$ cat src/rtl/game_pkg.sv
// game_pkg: state encodings and timing defaults shared by the game-flow, score and display blocks.
package game_pkg;
    typedef enum logic [1:0] {
        ST_IDLE      = 2'd0,
        ST_COUNTDOWN = 2'd1,
        ST_PLAYING   = 2'd2,
        ST_GAME_OVER = 2'd3
    } state_t;
    localparam int BEAT_DIV_DEFAULT = 12500000;
endpackage

$ cat src/rtl/beat_divider.sv
// beat_divider: free-running beat counter gated by run, with a registered one-cycle tick on wrap.
module beat_divider
    import game_pkg::*;
#(
    parameter int BEAT_DIV = BEAT_DIV_DEFAULT
) (
    input  logic CLOCK_50,
    input  logic reset,
    input  logic run,
    output logic tick
);
    localparam int CW = $clog2(BEAT_DIV);
    logic [CW-1:0] cnt_q, cnt_d;
    logic tick_q, wrap;
    assign wrap  = cnt_q == CW'(BEAT_DIV - 1);
    assign cnt_d = wrap ? '0 : cnt_q + 1'b1;
    assign tick  = tick_q;
    // Dropping run parks the counter at 0 so the next beat is a full BEAT_DIV cycles long.
    always_ff @(posedge CLOCK_50) begin
        if (reset || !run) begin
            cnt_q  <= '0;
            tick_q <= 1'b0;
        end else begin
            cnt_q  <= cnt_d;
            tick_q <= wrap;
        end
    end
endmodule

$ cat src/rtl/game_sequencer.sv
// game_sequencer: IDLE/COUNTDOWN/PLAYING/GAME_OVER flow, per-beat hit/miss judging and score commands.
module game_sequencer
    import game_pkg::*;
#(
    parameter int BEAT_DIV        = BEAT_DIV_DEFAULT,
    parameter int COUNTDOWN_BEATS = 3,
    parameter int MAX_MISSES      = 3
) (
    input  logic       CLOCK_50,
    input  logic       reset,
    input  logic       start,
    input  logic       key_hit,
    input  logic       key_wrong,
    output logic [1:0] state,
    output logic       beat_tick,
    output logic       score_inc,
    output logic       score_clear,
    output logic [1:0] countdown,
    output logic [1:0] misses
);
    state_t     state_q;
    logic       start_q, hit_q, wrong_q, inc_q, clear_q;
    logic       start_rise, hit_d, wrong_d, run;
    logic [1:0] cd_q, miss_q, miss_d;

    assign start_rise  = start & ~start_q;
    assign hit_d       = hit_q | key_hit;
    assign wrong_d     = wrong_q | key_wrong;
    assign miss_d      = miss_q + 2'd1;
    assign run         = state_q == ST_COUNTDOWN || state_q == ST_PLAYING;
    assign state       = state_q;
    assign score_inc   = inc_q;
    assign score_clear = clear_q;
    assign countdown   = cd_q;
    assign misses      = miss_q;

    beat_divider #(.BEAT_DIV(BEAT_DIV)) u_beat (
        .CLOCK_50(CLOCK_50),
        .reset   (reset),
        .run     (run),
        .tick    (beat_tick)
    );

    always_ff @(posedge CLOCK_50) begin
        if (reset) begin
            state_q <= ST_IDLE;
            start_q <= 1'b0;
            hit_q   <= 1'b0;
            wrong_q <= 1'b0;
            inc_q   <= 1'b0;
            clear_q <= 1'b0;
            cd_q    <= 2'd0;
            miss_q  <= 2'd0;
        end else begin
            start_q <= start;
            inc_q   <= 1'b0;
            clear_q <= 1'b0;
            hit_q   <= 1'b0;
            wrong_q <= 1'b0;
            case (state_q)
                ST_IDLE, ST_GAME_OVER: if (start_rise) begin
                    state_q <= ST_COUNTDOWN;
                    cd_q    <= 2'(COUNTDOWN_BEATS);
                    miss_q  <= 2'd0;
                    clear_q <= 1'b1;
                end
                ST_COUNTDOWN: if (beat_tick) begin
                    cd_q <= cd_q - 2'd1;
                    if (cd_q == 2'd1) state_q <= ST_PLAYING;
                end
                // The tick cycle judges latch OR live key, so a press on the tick still counts.
                ST_PLAYING: if (beat_tick) begin
                    if (hit_d && !wrong_d) inc_q <= 1'b1;
                    else begin
                        miss_q <= miss_d;
                        if (miss_d == 2'(MAX_MISSES)) state_q <= ST_GAME_OVER;
                    end
                end else begin
                    hit_q   <= hit_d;
                    wrong_q <= wrong_d;
                end
            endcase
        end
    end
endmodule

$ cat config.mk
export PLATFORM = sky130hd
export DESIGN_NAME = game_sequencer
export DESIGN_NICKNAME = d
export VERILOG_FILES = /design/src/rtl/game_pkg.sv /design/src/rtl/beat_divider.sv /design/src/rtl/game_sequencer.sv
export SDC_FILE = /design/constraint.sdc
export NUM_CORES = 1
export LEC_CHECK = 0
export ABC_CLOCK_PERIOD_IN_PS = 6130
export CAP_MARGIN = 40
export CORE_ASPECT_RATIO = 0.6
export CORE_MARGIN = 2
export CORE_UTILIZATION = 55
export CTS_CLUSTER_DIAMETER = 150
export DETAILED_ROUTE_END_ITERATION = 16
export HOLD_SLACK_MARGIN = 0.06
export MAX_ROUTING_LAYER = met4
export PLACE_DENSITY = 0.82
export SYNTH_ARGS = -nofsm -noshare
export SYNTH_HDL_FRONTEND = slang
export SYNTH_SLANG_ARGS = --single-unit
$ cat constraint.sdc
create_clock -name CLOCK_50 -period 6.13 [get_ports CLOCK_50]
set_input_delay 0.9195 -clock CLOCK_50 [delete_from_list [all_inputs] [get_ports CLOCK_50]]
set_output_delay 0.9195 -clock CLOCK_50 [all_outputs]
set_load 0.1 [all_outputs]
==> results of run 1 <==
cells by family after synthesis:
family	count (synthesis)	synth area share (%)
AND/OR/NAND/NOR	82	28.4
flip-flops	36	42.4
AO/OA/AOI/OAI	35	12.7
buffers and inverters	21	5.30
XOR/XNOR	12	6.18
adder cells (fa/ha/maj)	6	4.41
multiplexers	1	0.589
Yosys cell counts, drive strengths merged:
cell type,instances
dfxtp,36
nor2,20
a21oi,13
inv,13
nand4,10
o21ai,10
or4,9
nand3,8
or3,8
xnor2,8
ha,6
buf,5
nand2,4
nor4,4
xor2,4
a211oi,3
clkbuf,3
nand2b,3
nor2b,3
nor3,3
o31ai,3
a311oi,2
a31oi,2
and3,2
and3b,2
or2,2
a21o,1
and4,1
mux2i,1
nand3b,1
nor3b,1
o221a,1
or4b,1
layout make-up:
class / count / share of cell area [%]
inverters: 13 / 2.34
well taps: 42 / 2.52
multi-input cells: 136 / 42.7
clock buffers: 7 / 4.62
repair buffers: 23 / 13.3
flip-flops and latches: 36 / 34.6
power by group through the flow:
stage / clock network [mW] / registers (mW) / logic [mW]
global route: 0.194 / 0.273 / 0.317
global placement: 0 / 0.272 / 0.235
detailed placement: 0 / 0.276 / 0.296
floorplan: 0 / 0.361 / 0.106
CTS: 0.182 / 0.270 / 0.297
finish: 0.179 / 0.270 / 0.299
worst max-delay path, cell delays in order, from the launching register on:
cell,delay [ns]
dfxtp_1,0.41
clkdlybuf4s50_1,0.55
buf_8,0.20
how the worst max path moves through the flow:
stage,cells past startpoint,to
floorplan,7,misses[1]$_SDFFE_PP0P_
global placement,1,beat_tick
detailed placement,5,u_beat.cnt_q[21]$_SDFF_PP0_
CTS,2,beat_tick
global route,5,u_beat.cnt_q[19]$_SDFF_PP0_
finish,2,beat_tick
state kept, by name, summed over array words and instances (netlist names):
name          cells
hit_q             1
state             2
score_inc         1
score_clear       1
wrong_q           1
u_beat.cnt_q     24
misses            2
start_q           1
u_beat.tick       1
countdown         2
layer usage:
| metal | track usage, % | up-vias |
|---|---|---|
| met5 | - | - |
| met4 | 13.0 | 0 |
| met3 | 6.01 | 10 |
| met2 | 39.3 | 43 |
| met1 | 32.1 | 688 |
| li1 | - | 738 |
through the flow:
step / cell area (um2) / setup slack [ns] / hold slack, ns / utilization (%) / instances
2_1_floorplan: 1700 / 3.57 / 0.437 / - / 193
3_3_place_gp: 1840 / 3.66 / 0.459 / 63.3 / 240
3_5_place_dp: 1990 / 3.71 / 0.475 / 68.3 / 250
4_1_cts: 2080 / 3.74 / 0.487 / 71.7 / 257
5_1_grt: 2080 / 3.68 / 0.524 / 71.7 / 257
6_report: 2080 / 3.75 / 0.479 / 71.7 / 257
==> flow_summary.yaml, run 1 <==
status:
  status: "completed"
pwr:
  p_seq_share_pct: 36.1
  p_int_mw: 0.459
  comb_power_share_pct: 39.9
  power.density_nw_per_um2: 359
  p_sw_share_pct: 38.7
  peakVddDrop_mv: 0.212
  switching_power_mw: 0.289
  power_mw: 0.748
  clock_power_share_pct: 24.0
  p_leak_nw: 0.691
sta:
  hold_viol: 0
  rsz0062_at_grt: "no"
  setup-tns-final_ns: 0
  maxSlewHeadroom_pct: 64.4
  finalSetupViolations: 0
  worst-slew-pin-transition_ns: 0.535
  fmax_mhz: 420
  min_period_ns: 2.38
  slew_viol_final: 0
  finalCritPeriodShare_pct: 38.8
  finalClockSkew_ns: 0.00351
final_layout:
  multi_input_area_um2: 890
  fillCellCount: 218
  final_common_cell: "dfxtp_1"
  seq_area_um2: 721
  synthToLayoutAreaGrowth_pct: 22.6
  fin_nets: 226
  antenna_cells: 0
  layout-drive-gt1-share_pct: 11.2
  layout_common_cells: "36 x dfxtp_1, 20 x nor2_1, 13 x inv_1, 13 x clkdlybuf4s50_1, 12 x a21oi_1"
worst_setup_path:
  rr_worst_depth: 5
  critPathRequiredTime_ns: 5.21
  r2r_slack_ns: 3.84
  crit_fanout: 5
  r2r-start: "u_beat.cnt_q[6]$_SDFF_PP0_"
  critical_path_class: "flip-flop to output pin"
  critPathCaptureType: "output pin"
  worst_ep_arrival_time_ns: 1.46
  startpoint_type: "flip-flop"
  r2r_end: "u_beat.cnt_q[21]$_SDFF_PP0_"
  crit_start: "u_beat.tick$_SDFF_PP0_"
logic_synthesis:
  yosysWarnings: 0
  ys_types: 38
  synth.top_cell.area_share_pct: 42.4
  synth_area_um2: 1700
  avgSynthCellArea_um2: 8.81
  synth_seq_cells: 36
  seq_area_frac_synth_pct: 42.4
  yosys.area.top_type: "dfxtp_1"
  synth_fp_nets: 204
  syn_inst: 193
  synthTopCellsByArea: "dfxtp_1 42%, ha_1 4.4%, nor2_1 4.4%, xnor2_1 4.1%, a21oi_1 3.5%"
placement:
  dp_hpwl_mm: 2.89
  io_buffer_count: 13
  gp_congestion: 0.847
floorplanning:
  rows: 15
  die-height_um: 47.1
  core_um2: 2910
  start_util_pct: 58.5
  io_pins: 14
  die-area_um2: 3570
  die_w_um: 75.8
drt:
  top_layer_used: "met4"
  route.met3.wl_um: 210
  met2_length_mm: 1.78
  routed_wl_mm: 3.85
  wirelength_met1_mm: 1.79
  antenna_left: 0
  route.detailed.drc: 0
  detail_route.first_pass.iterations: 4
  vias: 1479
  dr.first_iter.drc_count: 115
  wl_per_cell_um: 15.0
  viasPerCell: 5.75
global_route:
  grt_pass1_wl_mm: 6.22
  grt_use_total_pct: 25.7
  gr-total-overflow: 0
  grt_pass1_vias: 1350
  grt_max_degree: 14
  antenna_found_initial: 0
hold_path:
  min_path_cells: 1
  hold_start: "u_beat.cnt_q[0]$_SDFF_PP0_"
  worstHoldEndpoint: "u_beat.cnt_q[0]$_SDFF_PP0_"
  hold_class: "flip-flop to flip-flop"
clocking:
  cts_buffer_depth: 2
  cts_root_buffer: "clkbuf_8"
  postCtsSetupRepairBufs: 0
  worstSkewPairLatency_ns: 0.29
  numCtsBuffers: 5
  clk_pin_slew_ns: 0.07
  htreeDepth: 2
  cts_resized: 0
  cts_sinks: 36
  cts_tree: "built"
  hold_buffers: 0
job:
  drv_cap: 0
No activity file was read; power rests on OpenSTA's default activity.
==> run 2, diff against run 1 <==
--- a/config.mk
+++ b/config.mk
@@ -5,16 +5,16 @@
 export SDC_FILE = /design/constraint.sdc
 export NUM_CORES = 1
 export LEC_CHECK = 0
-export ABC_CLOCK_PERIOD_IN_PS = 6130
+export ABC_CLOCK_PERIOD_IN_PS = 2050
 export CAP_MARGIN = 40
 export CORE_ASPECT_RATIO = 0.6
 export CORE_MARGIN = 2
-export CORE_UTILIZATION = 55
+export CORE_UTILIZATION = 51
 export CTS_CLUSTER_DIAMETER = 150
 export DETAILED_ROUTE_END_ITERATION = 16
 export HOLD_SLACK_MARGIN = 0.06
 export MAX_ROUTING_LAYER = met4
-export PLACE_DENSITY = 0.82
+export PLACE_DENSITY = 0.8
 export SYNTH_ARGS = -nofsm -noshare
 export SYNTH_HDL_FRONTEND = slang
 export SYNTH_SLANG_ARGS = --single-unit
==> constraint.sdc (replaced) <==
create_clock -name CLOCK_50 -period 2.05 [get_ports CLOCK_50]
set_input_delay 0.3075 -clock CLOCK_50 [delete_from_list [all_inputs] [get_ports CLOCK_50]]
set_output_delay 0.3075 -clock CLOCK_50 [all_outputs]
set_load 0.1 [all_outputs]
==> run 2 against run 1 <==
Net effect:
- worst hold slack improved by 0.016 ns
- non-clock buffer count up 4
- register-to-register slack worse by 3.7 ns
- die area is 7.3% higher
- combinational power increased to 2.6 times the previous value
- clock power rose to 2.9 times the previous value
- final cell count is 3.1% higher
- core utilization is 8.1 points lower
- first-iteration DRC count is 73% lower
- critical path depth is 2 higher
- sequential cell count is the same
- critical endpoint is now u_beat.cnt_q[23]$_SDFF_PP0_
- largest power group is now registers
==> flow_summary.yaml, run 2 (synthesis results as in run 1) <==
pwr:
  p_sw_share_pct: 39.7
  p_int_mw: 1.27
  p_seq_share_pct: 38.2
  power.density_nw_per_um2: 1030
  power_mw: 2.11
  switching_power_mw: 0.837
  comb_power_share_pct: 36.9
  p_leak_nw: 0.714
  peakVddDrop_mv: 0.694
  clock_power_share_pct: 24.9
clocking:
  hold_buffers: 0
  postCtsSetupRepairBufs: 0
  numCtsBuffers: 5
  worstSkewPairLatency_ns: 0.29
  cts_root_buffer: "clkbuf_8"
  cts_sinks: 36
  clk_pin_slew_ns: 0.07
  cts_tree: "built"
  cts_buffer_depth: 2
  htreeDepth: 2
worst_setup_path:
  crit_fanout: 6
  startpoint_type: "flip-flop"
  worst_ep_arrival_time_ns: 2.16
  critical_path_class: "flip-flop to flip-flop"
  critPathRequiredTime_ns: 2.27
  critPathCaptureType: "flip-flop"
sta:
  rsz0062_at_grt: "no"
  finalSetupViolations: 0
  finalClockSkew_ns: 0.00690
  maxSlewHeadroom_pct: 71.6
  setup-tns-final_ns: 0
  fmax_mhz: 514
  holdWs_ns: 0.495
  finalCritPeriodShare_pct: 95.0
  hold_viol: 0
  worst_slack_ns: 0.103
  slew_viol_final: 0
  worst-slew-pin-transition_ns: 0.422
  min_period_ns: 1.95
final_layout:
  layout_common_cells: "34 x dfxtp_1, 22 x buf_4, 20 x nor2_1, 13 x inv_1, 12 x a21oi_1"
  fin_nets: 230
  layout-drive-gt1-share_pct: 19.5
  largest_reg_flops: 24
  regMostFlops: "u_beat.cnt_q"
  fillCellCount: 267
  synthToLayoutAreaGrowth_pct: 20.5
  instances_no_fill: 265
  final_common_cell: "dfxtp_1"
  antenna_cells: 0
drt:
  vias: 1484
  viasPerCell: 5.60
  detail_route.first_pass.iterations: 4
  wl_per_cell_um: 13.8
  antenna_left: 0
  dr.first_iter.drc_count: 31
  route.detailed.drc: 0
  routed_wl_mm: 3.65
hold_path:
  hold_class: "flip-flop to flip-flop"
floorplanning:
  die_w_um: 78.5
  die-area_um2: 3830
  io_pins: 14
  rows: 16
  start_util_pct: 52.8
  die-height_um: 48.7
  core_um2: 3220
global_route:
  grt_pass1_wl_mm: 6.22
  antenna_found_initial: 0
  gr-total-overflow: 0
  grt_max_degree: 21
  grt_pass1_vias: 1347
  grt_use_total_pct: 21.8
placement:
  dp_slack_ns: 0.0362
  post-place-cells: 257
  dp_hpwl_mm: 2.70
  gp_congestion: 0.853
  io_buffer_count: 13
job:
  drv_cap: 0
status:
  status: "completed"
[run 2: cell types whose count changed in the layout (fill, tap and decap cells not counted), moves of 2 or more]
cell | previous run | this run
buf_8 | 9 | 0
dfxtp_1 | 36 | 34
or4_1 | 8 | 6
or4_4 | 1 | 3
buf_4 | 0 | 22
clkdlybuf4s50_1 | 13 | 4
clkinv_2 | 0 | 2
[run 2: metrics by stage]
stage          util (%)  cell area [um2]
2_1_floorplan         -             1710
3_3_place_gp       60.4             1950
3_5_place_dp       60.4             1950
4_1_cts            63.3             2040
5_1_grt            63.5             2050
6_report           63.5             2050
[run 2: worst max-delay path: stages, from the launching register on]
cell and delay [ns]:
dfxtp_1 0.37, nand4_1 0.21, or4_4 0.64, or4_1 0.49
a21oi_1 0.16
[run 2: final cells by class]
cell class | count | area [um2] | area share [%]
clock buffer | 6 | 82.6 | 4.03
sequential | 36 | 726 | 35.4
multi-input combinational | 136 | 900 | 43.9
clock inverter | 2 | 10.0 | 0.489
tap | 45 | 56.3 | 2.75
timing repair buffer | 27 | 225 | 11.0
inverter | 13 | 48.8 | 2.38
[run 2: layer usage]
layer	vias up	global-route usage, %	part of all wire (%)
met1	702	30.6	54
met3	2	7.46	4.6
met5	-	-	0
met2	29	29.1	41
li1	751	-	-
met4	0	7.31	0.63
[run 2: power by group through the flow]
stage	clock [mW]	sequential (mW)	combinational (mW)
final	0.524	0.806	0.777
after global routing	0.562	0.815	0.845
after CTS	0.531	0.806	0.779
after detailed placement	0	0.822	0.778
after global placement	0	0.818	0.760
after floorplan	0	1.09	0.318
[run 2: path summary, 6_finish.rpt]
check | start | to | slack [ns] | depth (start not counted)
worst min register to register | u_beat.cnt_q[13]$_SDFF_PP0_ | u_beat.cnt_q[13]$_SDFF_PP0_ | 0.49 | 2
worst max-delay path | u_beat.cnt_q[12]$_SDFF_PP0_ | u_beat.cnt_q[23]$_SDFF_PP0_ | 0.10 | 4
worst min-delay path | u_beat.cnt_q[13]$_SDFF_PP0_ | u_beat.cnt_q[13]$_SDFF_PP0_ | 0.49 | 2
worst max register to register | u_beat.cnt_q[12]$_SDFF_PP0_ | u_beat.cnt_q[23]$_SDFF_PP0_ | 0.10 | 4
[run 2: repair_timing]
action                                 4_1_cts  5_1_grt
setup endpoints to repair                    0        3
endpoints found under the hold margin        0        0
resized for setup                            0        2
